$ cat config.mk
export PLATFORM = sky130hd
export DESIGN_NAME = ddr3_wr_addr_gen_flat
export DESIGN_NICKNAME = d
export VERILOG_FILES = /design/src/rtl/ddr3_vid_pkg.sv /design/src/rtl/ddr3_wr_addr_gen_if.sv /design/src/rtl/ddr3_addr_fifo.sv /design/src/rtl/ddr3_wr_addr_gen.sv /design/src/flat_wrapper.sv
export SDC_FILE = /design/constraint.sdc
export NUM_CORES = 1
export LEC_CHECK = 0
export ABC_AREA = 1
export BUFFER_PORTS_ARGS = -buffer_cell sky130_fd_sc_hd__clkbuf_2
export CORE_MARGIN = 2
export CORE_UTILIZATION = 60
export CTS_BUF_LIST = sky130_fd_sc_hd__clkbuf_8
export DETAILED_ROUTE_END_ITERATION = 8
export GPL_TIMING_DRIVEN = 0
export MAX_ROUTING_LAYER = met4
export PLACE_DENSITY_LB_ADDON = 0.12
export REMOVE_ABC_BUFFERS = 1
export SKIP_CTS_REPAIR_TIMING = 1
export SLEW_MARGIN = 20
export SYNTH_ARGS = -nofsm -noshare
export SYNTH_HDL_FRONTEND = slang
export SYNTH_SLANG_ARGS = --single-unit
$ cat constraint.sdc
create_clock -name clk_100M -period 4 [get_ports clk_100M]
set_clock_uncertainty 0.2 [all_clocks]
set_input_delay 0.4 -clock clk_100M [delete_from_list [all_inputs] [get_ports clk_100M]]
set_output_delay 0.4 -clock clk_100M [all_outputs]
set_load 0.1 [all_outputs]
$ cat src/rtl/ddr3_vid_pkg.sv
// Shared constants and types for the DDR3 video write-address path.
package ddr3_vid_pkg;
    localparam int BURST_BEATS = 16;
    localparam int BURST_WORDS = 128;
    localparam int NUM_FRAMES  = 3;

    typedef enum logic [1:0] {
        ST_IDLE = 2'd0,
        ST_RUN  = 2'd1,
        ST_DONE = 2'd2
    } wr_state_t;

    typedef logic [1:0] frame_idx_t;

    function automatic frame_idx_t frame_idx_inc(input frame_idx_t idx);
        return (idx >= frame_idx_t'(NUM_FRAMES - 1)) ? 2'd0 : idx + 2'd1;
    endfunction
endpackage

$ cat src/rtl/ddr3_wr_addr_gen_if.sv
// Bus between the video packer / DDR3 arbiter side and ddr3_wr_addr_gen.
// Handshake: awaddr is valid while awaddr_empty=0; an awaddr_ref high at a clk edge pops that entry.
interface ddr3_wr_addr_gen_if #(parameter int ADDR_W = 28);
    import ddr3_vid_pkg::*;

    logic              frame_start;
    logic              beat_in;
    frame_idx_t        rd_frame_idx;
    logic              awaddr_ref;
    logic [ADDR_W-1:0] awaddr;
    logic              awaddr_empty;
    logic              frame_done;
    frame_idx_t        done_frame_idx;
    logic              err_ovf;
    logic              err_short;
    wr_state_t         dbg_state;
    logic [9:0]        dbg_beat_cnt;

    modport master (
        output frame_start, beat_in, rd_frame_idx, awaddr_ref,
        input  awaddr, awaddr_empty, frame_done, done_frame_idx,
        input  err_ovf, err_short, dbg_state, dbg_beat_cnt
    );

    modport slave (
        input  frame_start, beat_in, rd_frame_idx, awaddr_ref,
        output awaddr, awaddr_empty, frame_done, done_frame_idx,
        output err_ovf, err_short, dbg_state, dbg_beat_cnt
    );
endinterface

$ cat src/rtl/ddr3_addr_fifo.sv
// Synchronous show-ahead FIFO: o_rd_data is the head entry while o_empty=0.
module ddr3_addr_fifo #(
    parameter int WIDTH = 28,
    parameter int DEPTH = 4
) (
    input  logic             i_clk,
    input  logic             i_rst,
    input  logic             i_wr_en,
    input  logic [WIDTH-1:0] i_wr_data,
    input  logic             i_rd_en,
    output logic [WIDTH-1:0] o_rd_data,
    output logic             o_full,
    output logic             o_empty
);
    localparam int PTR_W = (DEPTH > 1) ? $clog2(DEPTH) : 1;

    logic [WIDTH-1:0] r_mem [DEPTH];
    logic [PTR_W-1:0] r_wr_ptr;
    logic [PTR_W-1:0] r_rd_ptr;
    logic [PTR_W:0]   r_count;
    logic             w_wr;
    logic             w_rd;

    // A write into a full FIFO is accepted only when the head leaves in the same cycle.
    assign w_wr = i_wr_en && (!o_full || i_rd_en);
    assign w_rd = i_rd_en && !o_empty;

    always_ff @(posedge i_clk) begin
        if (i_rst) begin
            r_wr_ptr <= '0;
            r_rd_ptr <= '0;
            r_count  <= '0;
            for (int i = 0; i < DEPTH; i++) r_mem[i] <= '0;
        end else begin
            if (w_wr) begin
                r_mem[r_wr_ptr] <= i_wr_data;
                r_wr_ptr        <= r_wr_ptr + PTR_W'(1);
            end
            if (w_rd) r_rd_ptr <= r_rd_ptr + PTR_W'(1);
            case ({w_wr, w_rd})
                2'b10:   r_count <= r_count + (PTR_W+1)'(1);
                2'b01:   r_count <= r_count - (PTR_W+1)'(1);
                default: r_count <= r_count;
            endcase
        end
    end

    assign o_rd_data = r_mem[r_rd_ptr];
    assign o_empty   = (r_count == '0);
    assign o_full    = (r_count == (PTR_W+1)'(DEPTH));
endmodule

$ cat src/rtl/ddr3_wr_addr_gen.sv
// DDR3 write-burst address generator over a triple-buffered frame set.
// Optional WR_SKIP_RD_FRAME_EN: frame rotation skips the frame being displayed.
module ddr3_wr_addr_gen
    import ddr3_vid_pkg::*;
#(
    parameter int              ADDR_W       = 28,
    parameter int              FRAME_WORDS  = 921600,
    parameter logic [ADDR_W-1:0] FRAME_BASE0  = 28'h0000000,
    parameter logic [ADDR_W-1:0] FRAME_STRIDE = 28'h0100000,
    parameter int              AFIFO_DEPTH  = 4
) (
    input  logic clk_100M,
    input  logic rst,
    ddr3_wr_addr_gen_if.slave bus
);
    localparam int FRAME_BURSTS = FRAME_WORDS / BURST_WORDS;
    localparam int BI_W         = (FRAME_BURSTS > 1) ? $clog2(FRAME_BURSTS) : 1;
    localparam logic [BI_W-1:0] LAST_BURST = BI_W'(FRAME_BURSTS - 1);

    wr_state_t         r_state;
    frame_idx_t        r_idx;
    logic [9:0]        r_beat_cnt;
    logic [BI_W-1:0]   r_burst_idx;
    logic [ADDR_W-1:0] r_cur_addr;
    logic              r_fs_pend;
    logic              r_frame_done;
    frame_idx_t        r_done_idx;
    logic              r_err_ovf;
    logic              r_err_short;

    logic              w_full;
    logic              w_empty;
    logic              w_pop;
    logic              w_push;
    logic [10:0]       w_beat_sum;
    frame_idx_t        w_rot1;
    frame_idx_t        w_next_idx;
    logic [ADDR_W-1:0] w_rd_data;

    function automatic logic [ADDR_W-1:0] frame_base(input frame_idx_t idx);
        case (idx)
            2'd0:    return FRAME_BASE0;
            2'd1:    return FRAME_BASE0 + FRAME_STRIDE;
            default: return FRAME_BASE0 + FRAME_STRIDE + FRAME_STRIDE;
        endcase
    endfunction

    assign w_rot1 = frame_idx_inc(r_idx);
`ifdef WR_SKIP_RD_FRAME_EN
    assign w_next_idx = (w_rot1 == bus.rd_frame_idx) ? frame_idx_inc(w_rot1) : w_rot1;
`else
    logic w_unused_rd;
    assign w_unused_rd = ^bus.rd_frame_idx;
    assign w_next_idx  = w_rot1;
`endif

    assign w_pop  = bus.awaddr_ref && !w_empty;
    assign w_push = (r_state == ST_RUN) && !bus.frame_start &&
                    (r_beat_cnt >= 10'(BURST_BEATS)) && (!w_full || w_pop);
    // Bit 10 set means an increment past 1023 with no push to offset it.
    assign w_beat_sum = {1'b0, r_beat_cnt} + 11'(bus.beat_in) -
                        (w_push ? 11'(BURST_BEATS) : 11'd0);

    always_ff @(posedge clk_100M) begin
        if (rst) begin
            r_state      <= ST_IDLE;
            r_idx        <= '0;
            r_beat_cnt   <= '0;
            r_burst_idx  <= '0;
            r_cur_addr   <= FRAME_BASE0;
            r_fs_pend    <= 1'b0;
            r_frame_done <= 1'b0;
            r_done_idx   <= '0;
            r_err_ovf    <= 1'b0;
            r_err_short  <= 1'b0;
        end else begin
            r_frame_done <= 1'b0;
            if (bus.awaddr_ref && w_empty) r_err_ovf <= 1'b1;
            case (r_state)
                ST_IDLE: begin
                    if (bus.frame_start || r_fs_pend) begin
                        r_state     <= ST_RUN;
                        r_fs_pend   <= 1'b0;
                        r_cur_addr  <= frame_base(r_idx);
                        r_burst_idx <= '0;
                    end
                end
                ST_RUN: begin
                    if (bus.frame_start) begin
                        // Truncated frame: abandon it and restart on the next buffer.
                        r_err_short <= 1'b1;
                        r_idx       <= w_next_idx;
                        r_burst_idx <= '0;
                        r_beat_cnt  <= '0;
                        r_cur_addr  <= frame_base(w_next_idx);
                    end else begin
                        if (w_beat_sum[10]) begin
                            r_beat_cnt <= 10'h3FF;
                            r_err_ovf  <= 1'b1;
                        end else begin
                            r_beat_cnt <= w_beat_sum[9:0];
                        end
                        if (w_push) begin
                            r_cur_addr  <= r_cur_addr + ADDR_W'(BURST_WORDS);
                            r_burst_idx <= r_burst_idx + BI_W'(1);
                            if (r_burst_idx == LAST_BURST) begin
                                r_state      <= ST_DONE;
                                r_frame_done <= 1'b1;
                                r_done_idx   <= r_idx;
                            end
                        end
                    end
                end
                ST_DONE: begin
                    r_idx   <= w_next_idx;
                    r_state <= ST_IDLE;
                    if (bus.frame_start) r_fs_pend <= 1'b1;
                end
                default: r_state <= ST_IDLE;
            endcase
        end
    end

    ddr3_addr_fifo #(
        .WIDTH (ADDR_W),
        .DEPTH (AFIFO_DEPTH)
    ) u_fifo (
        .i_clk     (clk_100M),
        .i_rst     (rst),
        .i_wr_en   (w_push),
        .i_wr_data (r_cur_addr),
        .i_rd_en   (bus.awaddr_ref),
        .o_rd_data (w_rd_data),
        .o_full    (w_full),
        .o_empty   (w_empty)
    );

    assign bus.awaddr         = w_rd_data;
    assign bus.awaddr_empty   = w_empty;
    assign bus.frame_done     = r_frame_done;
    assign bus.done_frame_idx = r_done_idx;
    assign bus.err_ovf        = r_err_ovf;
    assign bus.err_short      = r_err_short;
    assign bus.dbg_state      = r_state;
    assign bus.dbg_beat_cnt   = r_beat_cnt;
endmodule

$ cat src/flat_wrapper.sv
// flat-port wrapper written by rule: the top's interface ports become plain ports
module ddr3_wr_addr_gen_flat import ddr3_vid_pkg::*;
#(
    parameter int              ADDR_W       = 28,
    parameter int              FRAME_WORDS  = 921600,
    parameter logic [ADDR_W-1:0] FRAME_BASE0  = 28'h0000000,
    parameter logic [ADDR_W-1:0] FRAME_STRIDE = 28'h0100000,
    parameter int              AFIFO_DEPTH  = 4
)
  (clk_100M, rst, bus_frame_start, bus_beat_in, bus_rd_frame_idx, bus_awaddr_ref, bus_awaddr, bus_awaddr_empty, bus_frame_done, bus_done_frame_idx, bus_err_ovf, bus_err_short, bus_dbg_state, bus_dbg_beat_cnt);
  ddr3_wr_addr_gen_if #(.ADDR_W(ADDR_W)) bus_i ();
  input  logic clk_100M;
  input  logic rst;
  input wire logic [$bits(bus_i.frame_start)-1:0] bus_frame_start;
  input wire logic [$bits(bus_i.beat_in)-1:0] bus_beat_in;
  input wire logic [$bits(bus_i.rd_frame_idx)-1:0] bus_rd_frame_idx;
  input wire logic [$bits(bus_i.awaddr_ref)-1:0] bus_awaddr_ref;
  output wire logic [$bits(bus_i.awaddr)-1:0] bus_awaddr;
  output wire logic [$bits(bus_i.awaddr_empty)-1:0] bus_awaddr_empty;
  output wire logic [$bits(bus_i.frame_done)-1:0] bus_frame_done;
  output wire logic [$bits(bus_i.done_frame_idx)-1:0] bus_done_frame_idx;
  output wire logic [$bits(bus_i.err_ovf)-1:0] bus_err_ovf;
  output wire logic [$bits(bus_i.err_short)-1:0] bus_err_short;
  output wire logic [$bits(bus_i.dbg_state)-1:0] bus_dbg_state;
  output wire logic [$bits(bus_i.dbg_beat_cnt)-1:0] bus_dbg_beat_cnt;
  assign bus_i.frame_start = bus_frame_start;
  assign bus_i.beat_in = bus_beat_in;
  assign bus_i.rd_frame_idx = bus_rd_frame_idx;
  assign bus_i.awaddr_ref = bus_awaddr_ref;
  assign bus_awaddr = bus_i.awaddr;
  assign bus_awaddr_empty = bus_i.awaddr_empty;
  assign bus_frame_done = bus_i.frame_done;
  assign bus_done_frame_idx = bus_i.done_frame_idx;
  assign bus_err_ovf = bus_i.err_ovf;
  assign bus_err_short = bus_i.err_short;
  assign bus_dbg_state = bus_i.dbg_state;
  assign bus_dbg_beat_cnt = bus_i.dbg_beat_cnt;
  ddr3_wr_addr_gen #(.ADDR_W(ADDR_W), .FRAME_WORDS(FRAME_WORDS), .FRAME_BASE0(FRAME_BASE0), .FRAME_STRIDE(FRAME_STRIDE), .AFIFO_DEPTH(AFIFO_DEPTH)) u_core (.clk_100M(clk_100M), .rst(rst), .bus(bus_i));
endmodule
# Word level (Yosys, flattened, before mapping)
# Memory sizes are Yosys's and may differ from the RTL's. A register that Yosys moved wholly into a read port is not among the register bits.
# Cells that the tools add are included.
# W data, S select, Z words.
dict set report op_classes {
  n_reduce_logical 28
  n_shift 0
  addsub 9
  bitwise 3
  n_mul 0
  div_mod_pow 0
  muxes 40
  magnitude_cmp 2
  n_eq_ne 15
}
# operator count
set ops {}
lappend ops {{$mux W28} 4}
lappend ops {{$pmux W22 S2} 2}
lappend ops {{$pmux W28 S2} 1}
lappend ops {{$mux W13} 3}
lappend ops {{$add A28 B8 Y28 const B} 1}
lappend ops {{$reduce_or A28 Y1} 1}
lappend ops {{$pmux W13 S2} 1}
lappend ops {{$mux W10} 2}
lappend ops {{$mux W2} 9}
lappend ops {{$add A13 B1 Y13 const B} 1}
lappend ops {{$eq A13 B13 Y1 const B} 1}
lappend ops {{$mux W1} 13}
lappend ops {{$add A10 B1 Y11} 1}
lappend ops {{$sub A11 B11 Y11} 1}
lappend ops {{$ge A10 B5 Y1 const B} 1}
lappend ops {{$ne A2 B2 Y1 const B} 5}
lappend ops {{$eq A2 B1 Y1 const B} 4}
lappend ops {{$pmux W2 S2} 2}
lappend ops {{$reduce_and A4 Y1} 2}
lappend ops {{$reduce_bool A2 Y1} 4}
lappend ops {{$add A2 B1 Y2 const B} 3}
lappend ops {{$logic_and A1 B1 Y1} 6}
lappend ops {{$logic_not A2 Y1} 3}
lappend ops {{$pmux W3 S2} 1}
lappend ops {{other kinds (16)} 25}
dict set report word_totals {
  elab_cells 111
  mem_bits_ro 0
  ramBits 112
  out_inout_bits 46
  n_memories 1
  latchBits 0
  ff_bits 68
}
# name depth word_bits read_ports rd_ports_with_merged_regs write_ports line
set memory_table {}
lappend memory_table {u_core.u_fifo.r_mem 4 28 1 1 4 ddr3_addr_fifo.sv:17} ;# logic [WIDTH-1:0] r_mem [DEPTH];

# Depth between registers and ports, before layout
# Gate-level depths: netlist of the first run.
dict set report logic_depth {
  word_depth 11
  ltp_mapped 19
  ltp_nobuf 19
}

# Modules after synthesis
# A second synthesis of the first run with hierarchy kept.
dict set report hier_totals {
  hier_cells 1037
  area_unflattened_um2 8831.0
}
# mod area_per_inst_um2 cells_each seq_area_each_um2 instances
set by_module_without_submodules {}
lappend by_module_without_submodules {ddr3_addr_fifo 5422.7 514 3543.4 1}
lappend by_module_without_submodules {ddr3_wr_addr_gen 3408.3 523 1081.0 1}

# Least setup slack after synthesis of the first run
# Ideal clock, no wire load.
dict set report synth_timing {
  path_type {reg2reg}
  start {register u_core.r_beat_cnt[8] (netlist: u_core.bus.dbg_beat_cnt[8])}
  end {memory u_core.u_fifo.r_mem[3][10], enable pin}
  arrival_ns 3.478
  setup_time_ns 0.435
  setup_slack_ns -0.114
  stages_incl_launch_ff 7
  period_less_slack_ns 4.114
  path_cell_list {dfxtp_1 -> inv_1 -> ha_1 -> a21boi_0 -> nand2_1 -> nand2_4 -> o31ai_1}
}
# element line
set synth_lines {}
lappend synth_lines {{from (decl)} ddr3_wr_addr_gen.sv:22} ;# logic [9:0] r_beat_cnt;
lappend synth_lines {{from (signal assigned)} ddr3_wr_addr_gen.sv:101} ;# r_beat_cnt <= w_beat_sum[9:0];
lappend synth_lines {{to (decl)} ddr3_addr_fifo.sv:17}

==> results of run 1 <==
[synth_stat cells, types with 2 or more instances]
cell,instances
nand2_1,136
xor2_1,2
buf_4,7
inv_2,3
edfxtp_1,88
ha_1,21
o21bai_1,4
nor2_1,195
nand3_1,44
nand2_2,3
nand2_4,2
nor3_1,15
buf_6,4
buf_2,6
o21ai_1,3
dfxtp_1,63
nor2_2,14
clkbuf_1,21
nand4_1,12
a22oi_1,4
nor2_4,2
a21oi_1,50
inv_1,115
buf_1,2
o22ai_1,22
o21ai_0,70
[metal layers]
metal	routed length, um	track usage
met1	7490	0.324
met2	8980	0.503
met3	961	0.0623
met4	164	0.0738
met5	0	-
[logic make-up after synthesis]
kind of cell,count (synthesis),share of synthesized area
and+or+nand+nor,428,0.240
AOI/OAI and AO/OA,160,0.116
buffers and inverters,159,0.0874
DFF,151,0.517
adders and majority gates,22,0.0374
xor gates and xnor gates,2,0.00232
other,1,0.000496
[per-stage QoR]
| step | hold slack [ns] | setup WS, ns |
|---|---|---|
| floorplan | 0.238 | -8.09 |
| global placement | 0.251 | -0.976 |
| detailed placement | 0.257 | -0.297 |
| CTS | 0.0204 | -0.335 |
| global route | 0.0105 | 0.140 |
| finish | 0.0342 | 0.468 |
[worst max path at each step]
stage / startpoint / to / cells past startpoint
global route: flip-flop / bus_awaddr[4] / 4
finish: flip-flop / bus_awaddr[3] / 4
CTS: u_core.bus.dbg_beat_cnt[9]$_SDFFE_PP0N_ / u_core.u_fifo.r_mem[0][11]$_SDFFCE_PN0P_ / 10
global placement: bus_frame_start / u_core.u_fifo.r_mem[3][25]$_DFFE_PP_ / 6
floorplan: flip-flop / bus_awaddr[0] / 3
detailed placement: u_core.bus.dbg_beat_cnt[9]$_SDFFE_PP0N_ / u_core.u_fifo.r_mem[0][6]$_SDFFCE_PN0P_ / 10
[sequential cells by signal, indices dropped and copies added, names as in the netlist, 2 cells and up, named ones only]
register	count
u_core.r_burst_idx	13
u_core.u_fifo.r_mem	88
u_core.u_fifo.r_rd_ptr	2
u_core.bus.done_frame_idx	2
u_core.bus.dbg_state	2
u_core.u_fifo.r_wr_ptr	2
u_core.r_cur_addr	21
u_core.bus.dbg_beat_cnt	10
u_core.u_fifo.r_count	3
u_core.r_idx	2
[worst max-delay path: cells and delay by family (launching register included)]
kind            cells  cell delay [ns]
flops               1             0.62
compound gates      2             0.64
buf+inv             2             1.23
[area by class of cell]
type                       count  area, um^2  share of cell area
inverter                     119         447              0.0536
timing repair buffer          55         355              0.0426
clock inverter                15         146              0.0176
clock buffer                  17         234              0.0281
sequential                   151        3910               0.468
tap                          168         210              0.0252
multi-input combinational    616        3040               0.365
[power by group through the flow]
stage	clock network, mW	logic (mW)	registers (mW)
6_report	1.14	2.91	1.86
5_1_grt	1.22	3.14	1.87
4_1_cts	1.15	2.90	1.86
3_5_place_dp	0	2.89	1.89
3_3_place_gp	0	2.78	1.91
2_1_floorplan	0	1.96	2.21
==> metrics.cfg, run 1 <==
[pwr]
power_mw=5.90
p_sw_mw=2.92
p_clk_frac=0.193
power_leakage_nw=3.25
pwr-share-comb=0.492
vdd_drop_max_v=0.000660
pwr-share-seq=0.315
power_per_cell_area_nw_per_um2=708
swShare=0.494
internal-power_mw=2.99

[route]
vias_per_cell=5.45
vias=6218
wire_per_inst_um=15.4
drc=0
drt-pass1-iter-count=5
ant_nets=0
wl_mm=17.6
drtIter0Drc=441

[grt]
antenna_found_initial=0
first_global_vias=6094
grt_pass1_wl_mm=28.4
grt-ovfl-total=0
grt_max_degree=45
gr-usage-all-layers=0.283

[timing]
rsz0062_at_grt=no
fin_setup_tns_ns=0
drv_slew=0
clock.fmax_mhz=283
period_share=0.883
worstMarginPinSlew_ns=1.06
setup_viol=0
slew-limit-headroom=0.292
post-route-min-period_ns=3.53
hold_violations=0

[floorplan]
fp-row-count=40
dieArea_um2=13500
die_w_um=116
coreArea_um2=12200
die_h_um=116
io-pin-count=53
initial_core_util=0.621

[job]
cap_violations=0

[final_layout]
nFillCells=1034
layoutNonFillerInstCount=1141
drive_gt1_frac=0.118
syn_to_final_growth_pct=10.4
fin_util=0.686
final_cell_area_um2=8340
finalNetCount=989
layout_common_cells=nor2_1, nand2_1, inv_1
layout_commonest_cell=nor2_1
n_antenna_cell=0

[worst_hold_path]
hold_end=u_core.bus.frame_done$_SDFF_PP0_
hold_depth=2
min_path_type=input port to flip-flop
min-delay-start=bus_frame_start

[synth]
synth_area_per_cell_um2=8.18
ys_warn_count=0
ys_top_cells_by_area=edfxtp_1, dfxtp_1, nor2_1
syn-cell-area_um2=7550
synth_ff_type=edfxtp_1
ys_ff_latch=151
async_flop_share=0
synth_cells=923
synth_edf_count=88
seq_area_frac_synth=0.517
yosysTopAreaCellShare=0.350
synth.largest_area_cell=edfxtp_1
synth.distinct_cells=41

[clocking]
ctsLongestPathBuffers=2
cts.clk_slew.worst_paths_ns=0.07
clock_latency_ns=0.45
clock_sinks=151
tritoncts=yes
cts_buffers=17
htreeDepth=4
cts_root_buf=clkbuf_8

[worst_setup_path]
critPathArrivalTime_ns=2.93
path_max_fanout=23
cp-start-kind=flip-flop
r2r_setup_slack_ns=0.52
slowest_delay_ns=0.69
required_ns=3.40
critPathKind=flip-flop to output port
path_cells=inv_1 -> o21ai_0 -> o22ai_1 -> clkbuf_2
cpMaxStageDelayCell=inv_1
ff2ff_path_depth=10
cp-end-kind=output port
r2r-start=u_core.bus.dbg_beat_cnt[9]$_SDFFE_PP0N_
rr_endpoint=u_core.u_fifo.r_mem[0][11]$_SDFFCE_PN0P_

[placement]
hpwlAfterDp_mm=11.7
dp_cells=1109
placed_area_um2=7960
io_buffers=50
place_congestion=0.902

[outcome]
status=finished, final reports clean

Note: power is estimated with default switching activity, not from simulation.
==> run 2, diff against run 1 <==
--- a/config.mk
+++ b/config.mk
@@ -5,7 +5,6 @@
 export SDC_FILE = /design/constraint.sdc
 export NUM_CORES = 1
 export LEC_CHECK = 0
-export ABC_AREA = 1
 export BUFFER_PORTS_ARGS = -buffer_cell sky130_fd_sc_hd__clkbuf_2
 export CORE_MARGIN = 2
 export CORE_UTILIZATION = 60
@@ -16,7 +15,6 @@
 export PLACE_DENSITY_LB_ADDON = 0.12
 export REMOVE_ABC_BUFFERS = 1
 export SKIP_CTS_REPAIR_TIMING = 1
-export SLEW_MARGIN = 20
 export SYNTH_ARGS = -nofsm -noshare
 export SYNTH_HDL_FRONTEND = slang
 export SYNTH_SLANG_ARGS = --single-unit
==> run 2 against run 1 <==
Against the previous run: power is 9.5% lower; die area is 1.9% lower; highest routed layer unchanged; cell count is 24% lower; area after synthesis is 1.9% lower; sequential share of layout area is 0.95 points higher; non-clock buffer count is 1 lower; wire length is 14% lower; worst setup slack worse by 0.13 ns; first-iteration DRC count is 7.7% lower; global-route usage is 3.5 points lower.
==> metrics.cfg, run 2 <==
[synth]
synthTopCellsByCount=edfxtp_1, nor2_1, dfxtp_1
ys_warn_count=0
ys_ff_latch=151
synth_area_per_cell_um2=11.2
syn-cell-area_um2=7410
yosysTopAreaCellShare=0.357
synth.largest_area_cell=edfxtp_1
synth.distinct_cells=72
seq_area_frac_synth=0.527
async_flop_share=0
ys_top_cells_by_area=edfxtp_1, dfxtp_1, mux4_2
yosysMostFrequentCell=edfxtp_1
synth_ff_type=edfxtp_1
synth_edf_count=88
synth_cells=663

[worst_setup_path]
r2r_setup_slack_ns=0.34
required_ns=4.10
cpMaxStageDelayCell=nor3b_4
critPathArrivalTime_ns=3.76
cp-start-kind=flip-flop
r2r-start=u_core.bus.dbg_state[0]$_SDFFE_PP0P_
ff2ff_path_depth=9
critPathKind=flip-flop to flip-flop
slowest_delay_ns=0.71
crit_top_cell=ha_1
path_cells=nor3b_4 -> nand2_1 -> ha_1 -> ha_1 -> a21oi_1 -> o221a_2 -> nand2b_1 -> a2111oi_0 -> o31ai_1
rr_endpoint=u_core.bus.dbg_beat_cnt[6]$_SDFFE_PP0N_
path_max_fanout=16
cp-end-kind=flip-flop

[pwr]
swShare=0.429
p_clk_frac=0.227
power_leakage_nw=3.14
internal-power_mw=3.05
power_mw=5.34
pwr-share-comb=0.420
vdd_drop_max_v=0.000589
pwr-share-seq=0.354
p_sw_mw=2.29
power_per_cell_area_nw_per_um2=654

[final_layout]
syn_to_final_growth_pct=10.4
finalNetCount=731
fin_util=0.681
layout_commonest_cell=edfxtp_1
largestRegisters=u_core.u_fifo.r_mem (88), u_core.r_cur_addr (21), u_core.r_burst_idx (13)
n_antenna_cell=0
drive_gt1_frac=0.180
layout_common_cells=edfxtp_1, nor2_1, dfxtp_1
largest_register_ffs=88
regMostFlops=u_core.u_fifo.r_mem

[grt]
gr-usage-all-layers=0.248
grt_max_degree=43
grt_pass1_wl_mm=24.3
grt-ovfl-total=0
antenna_found_initial=0
first_global_vias=5016

[route]
wl_mm=15.1
drt-pass1-iter-count=5
drc=0
vias=5178
wire_per_inst_um=17.5
ant_nets=0
drtIter0Drc=407
vias_per_cell=6.01

[clocking]
cts.clk_slew.worst_paths_ns=0.08
cts_buffers=17
htreeDepth=4
clock_sinks=151
ctsLongestPathBuffers=2
clock_latency_ns=0.45
cts_root_buf=clkbuf_8
tritoncts=yes

[floorplan]
initial_core_util=0.617
fp-row-count=40
io-pin-count=53
die_w_um=115
die_h_um=115
coreArea_um2=12000
dieArea_um2=13300

[worst_hold_path]
min-delay-start=bus_awaddr_ref
hold_depth=3
hold_end=u_core.bus.err_ovf$_SDFF_PP0_
min_path_type=input port to flip-flop

[timing]
rsz0062_at_grt=no
drv_slew=0
worstMarginPinSlew_ns=1.17
period_share=0.915
hold_violations=0
slew-limit-headroom=0.216
clock.fmax_mhz=273
setup_viol=0
post-route-min-period_ns=3.66

[outcome]
status=finished, final reports clean

[job]
cap_violations=0

[placement]
io_buffers=50
place_congestion=0.911
hpwlAfterDp_mm=9.63

-- run 2: cell count changes in the layout (fill, tap and decap cells not counted), moves of 9 or more --
cell      previous run  this run
a21oi_1             50        33
nor2_1             195        87
inv_1              118        46
xor2_1               2        21
nand2_1            134        44
and2_1               0        25
o21ai_0             68        11
nor2_2              14         0
o211ai_1             1        16
nand3_1             44         8
mux4_2               0        22
o22ai_1             22         3
and3_1               0         9
-- run 2: area by class of cell --
type / count / area (um^2)
Tap cell: 147 / 184
Sequential cell: 151 / 3910
Clock inverter: 13 / 153
Inverter: 45 / 169
Timing Repair Buffer: 54 / 308
Fill cell: 965 / 3840
Clock buffer: 19 / 262
Multi-Input combinational cell: 433 / 3200
-- run 2: power by group through the flow --
stage          Combinational, mW  Clock [mW]  Sequential (mW)
2_1_floorplan               1.59           0             2.15
3_3_place_gp                2.18           0             1.91
3_5_place_dp                2.22           0             1.92
4_1_cts                     2.22        1.23             1.89
5_1_grt                     2.40        1.29             1.91
6_report                    2.24        1.21             1.89
-- run 2: worst max-delay path by stage --
stage | to | slack, ns | cells after the start | from
2_1_floorplan | bus_awaddr[0] | -0.50 | 1 | flip-flop
3_3_place_gp | u_core.u_fifo.r_mem[0][10]$_SDFFCE_PN0P_ | -0.74 | 5 | u_core.bus.dbg_state[0]$_SDFFE_PP0P_
3_5_place_dp | u_core.u_fifo.r_mem[0][12]$_SDFFCE_PN0P_ | -0.71 | 7 | u_core.bus.dbg_beat_cnt[9]$_SDFFE_PP0N_
4_1_cts | u_core.u_fifo.r_mem[0][26]$_SDFFCE_PN0P_ | -0.72 | 7 | u_core.bus.dbg_beat_cnt[9]$_SDFFE_PP0N_
5_1_grt | u_core.bus.dbg_beat_cnt[1]$_SDFFE_PP0N_ | 0.02 | 12 | u_core.bus.dbg_beat_cnt[9]$_SDFFE_PP0N_
6_report | u_core.bus.dbg_beat_cnt[6]$_SDFFE_PP0N_ | 0.34 | 9 | u_core.bus.dbg_state[0]$_SDFFE_PP0P_
-- run 2: logic make-up after synthesis --
| kind of cell | Yosys count | share of synthesized area |
|---|---|---|
| and+or+nand+nor | 232 | 0.165 |
| DFF | 151 | 0.527 |
| AOI/OAI and AO/OA | 119 | 0.115 |
| buffers and inverters | 84 | 0.0493 |
| xor gates and xnor gates | 29 | 0.0343 |
| muxes | 25 | 0.0709 |
| adders and majority gates | 22 | 0.0382 |
| other | 1 | 0.000506 |
-- run 2: critical path, delay by kind of cell, from the launching register on --
kind	cells	cell delay, ns
flops	1	0.55
simple gates	3	1.02
fa+ha+maj	2	0.67
compound gates	4	1.08
-- run 2: metal layers --
metal	GRT usage	wire [um]	vias to the layer above
met1	0.310	6390	2483
met2	0.402	7490	181
met5	-	0	-
met3	0.0522	1010	29
li1	-	-	2485
met4	0.0916	218	0
-- run 2: through the flow --
stage          TNS [ns]  instance area [um^2]  worst slack (ns)  cells  hold slack (ns)
2_1_floorplan     -6.34                  7220            -0.504    627            0.238
3_5_place_dp     -16.11                  7710            -0.714    826            0.268
3_3_place_gp     -31.26                  7660            -0.739    824            0.253
4_1_cts          -16.44                  8120            -0.723    858           0.0889
5_1_grt               0                  8180            0.0182    862            0.121
6_report              0                  8180             0.339    862            0.119
==> run 3, diff against run 2 <==
--- a/config.mk
+++ b/config.mk
@@ -6,6 +6,8 @@
 export NUM_CORES = 1
 export LEC_CHECK = 0
 export BUFFER_PORTS_ARGS = -buffer_cell sky130_fd_sc_hd__clkbuf_2
+export CAP_MARGIN = 30
+export CORE_ASPECT_RATIO = 1.1
 export CORE_MARGIN = 2
 export CORE_UTILIZATION = 60
 export CTS_BUF_LIST = sky130_fd_sc_hd__clkbuf_8
==> run 3 against run 2 <==
Against the previous run: sequential power hardly changed; non-clock buffer count is 7 higher; via count is 1.1% lower; largest cell class unchanged; wire length is 1.7% lower; fmax is 0.63% lower; first-iteration DRC count is 35% lower; combinational power is 2% higher.
==> metrics.cfg, run 3 (synthesized netlist as in run 2, its figures left out) <==
[outcome]
status=finished, final reports clean

[timing]
clock.fmax_mhz=271
rsz0062_at_grt=no
drv_slew=0
fin_setup_tns_ns=0
period_share=0.921
post-route-min-period_ns=3.68
slew-limit-headroom=0.373
worstMarginPinSlew_ns=0.940
setup_viol=0
hold_violations=0

[route]
wire_per_inst_um=17.0
drc=0
ant_nets=0
vias_per_cell=5.86
drtIter0Drc=265
drt-pass1-iter-count=5
vias=5120
wl_mm=14.8

[final_layout]
layout_commonest_cell=edfxtp_1
nFillCells=907
layout_common_cells=edfxtp_1, nor2_1, dfxtp_1
layoutNonFillerInstCount=874
syn_to_final_growth_pct=11.3
largest_register_ffs=88
final_cell_area_um2=8250
finalNetCount=736
regMostFlops=u_core.u_fifo.r_mem
n_antenna_cell=0
largestRegisters=u_core.u_fifo.r_mem (88), u_core.r_cur_addr (21), u_core.r_burst_idx (13)
drive_gt1_frac=0.188

[grt]
grt-ovfl-total=0
grt_pass1_wl_mm=24.6
grt_max_degree=43
antenna_found_initial=0
gr-usage-all-layers=0.249
first_global_vias=5041

[placement]
dp_cells=842
place_congestion=0.888
io_buffers=50
placed_area_um2=7880
hpwlAfterDp_mm=10.4

[worst_setup_path]
critPathKind=flip-flop to flip-flop
cp-start-kind=flip-flop
cp-end-kind=flip-flop
path_max_fanout=6
required_ns=4.09
critPathArrivalTime_ns=3.78

[pwr]
pwr-share-comb=0.437
power_leakage_nw=3.16
p_clk_frac=0.203
p_sw_mw=2.32
swShare=0.442
vdd_drop_max_v=0.000587
power_per_cell_area_nw_per_um2=635
pwr-share-seq=0.360
internal-power_mw=2.92

[worst_hold_path]
min_path_type=input port to flip-flop

[clocking]
clock_latency_ns=0.44
cts_root_buf=clkbuf_8
clock_sinks=151
cts.clk_slew.worst_paths_ns=0.08
htreeDepth=4
tritoncts=yes
cts_buffers=17
ctsLongestPathBuffers=2

[floorplan]
initial_core_util=0.616
coreArea_um2=12000
fp-row-count=42
die_h_um=121
die_w_um=110
io-pin-count=53
dieArea_um2=13300

[job]
cap_violations=0

-- run 3: path summary, 6_finish.rpt --
check / cells past startpoint / to / startpoint / slack, ns
max: 12 / u_core.bus.dbg_beat_cnt[6]$_SDFFE_PP0N_ / u_core.bus.dbg_beat_cnt[7]$_SDFFE_PP0N_ / 0.32
min: 3 / u_core.bus.err_ovf$_SDFF_PP0_ / bus_awaddr_ref / 0.12
max reg2reg: 12 / u_core.bus.dbg_beat_cnt[6]$_SDFFE_PP0N_ / u_core.bus.dbg_beat_cnt[7]$_SDFFE_PP0N_ / 0.32
min reg2reg: 2 / u_core.r_burst_idx[1]$_SDFFE_PP0P_ / u_core.r_burst_idx[1]$_SDFFE_PP0P_ / 0.28
-- run 3: stage by stage --
step | hold WS [ns] | util | setup slack (ns) | power [mW]
detailed placement | 0.270 | 0.655 | 0.342 | 4.20
CTS | 0.0867 | 0.685 | 0.316 | 5.27
global placement | 0.255 | 0.637 | -0.666 | 4.10
finish | 0.118 | 0.685 | 0.316 | 5.24
global route | 0.126 | 0.685 | 0.0523 | 5.52
floorplan | 0.238 | - | -0.504 | 3.74
-- run 3: layer usage --
| metal | up-vias | track usage | wire length, um |
|---|---|---|---|
| met5 | - | - | 0 |
| met4 | 0 | 0.0744 | 102 |
| met3 | 7 | 0.0415 | 761 |
| met2 | 151 | 0.427 | 7840 |
| met1 | 2489 | 0.301 | 6130 |
| li1 | 2473 | - | - |
-- run 3: layout make-up --
class / count / area, um^2 / share of cell area
Sequential cell: 151 / 3910 / 0.474
Multi-Input combinational cell: 431 / 3160 / 0.383
Clock inverter: 15 / 130 / 0.0158
Tap cell: 154 / 193 / 0.0234
Clock buffer: 17 / 234 / 0.0284
Inverter: 45 / 169 / 0.0205
Timing Repair Buffer: 61 / 458 / 0.0555
-- run 3: worst max-delay path: stages, from the launching register on --
cell and delay (ns):
dfxtp_1 0.41, inv_1 0.10, ha_1 0.18, nand2b_1 0.22, a31oi_4 0.34, nand2_1 0.10, ha_1 0.28, ha_1 0.33
a21oi_1 0.35, o221a_2 0.28, xnor2_1 0.07, a2111oi_0 0.57, o31ai_1 0.11
-- run 3: power groups by stage --
| stage | clock network, mW | logic, mW | registers (mW) |
|---|---|---|---|
| after floorplan | 0 | 1.59 | 2.15 |
| after detailed placement | 0 | 2.28 | 1.93 |
| after global placement | 0 | 2.19 | 1.92 |
| after global routing | 1.16 | 2.45 | 1.91 |
| final | 1.07 | 2.29 | 1.89 |
| after CTS | 1.09 | 2.29 | 1.89 |
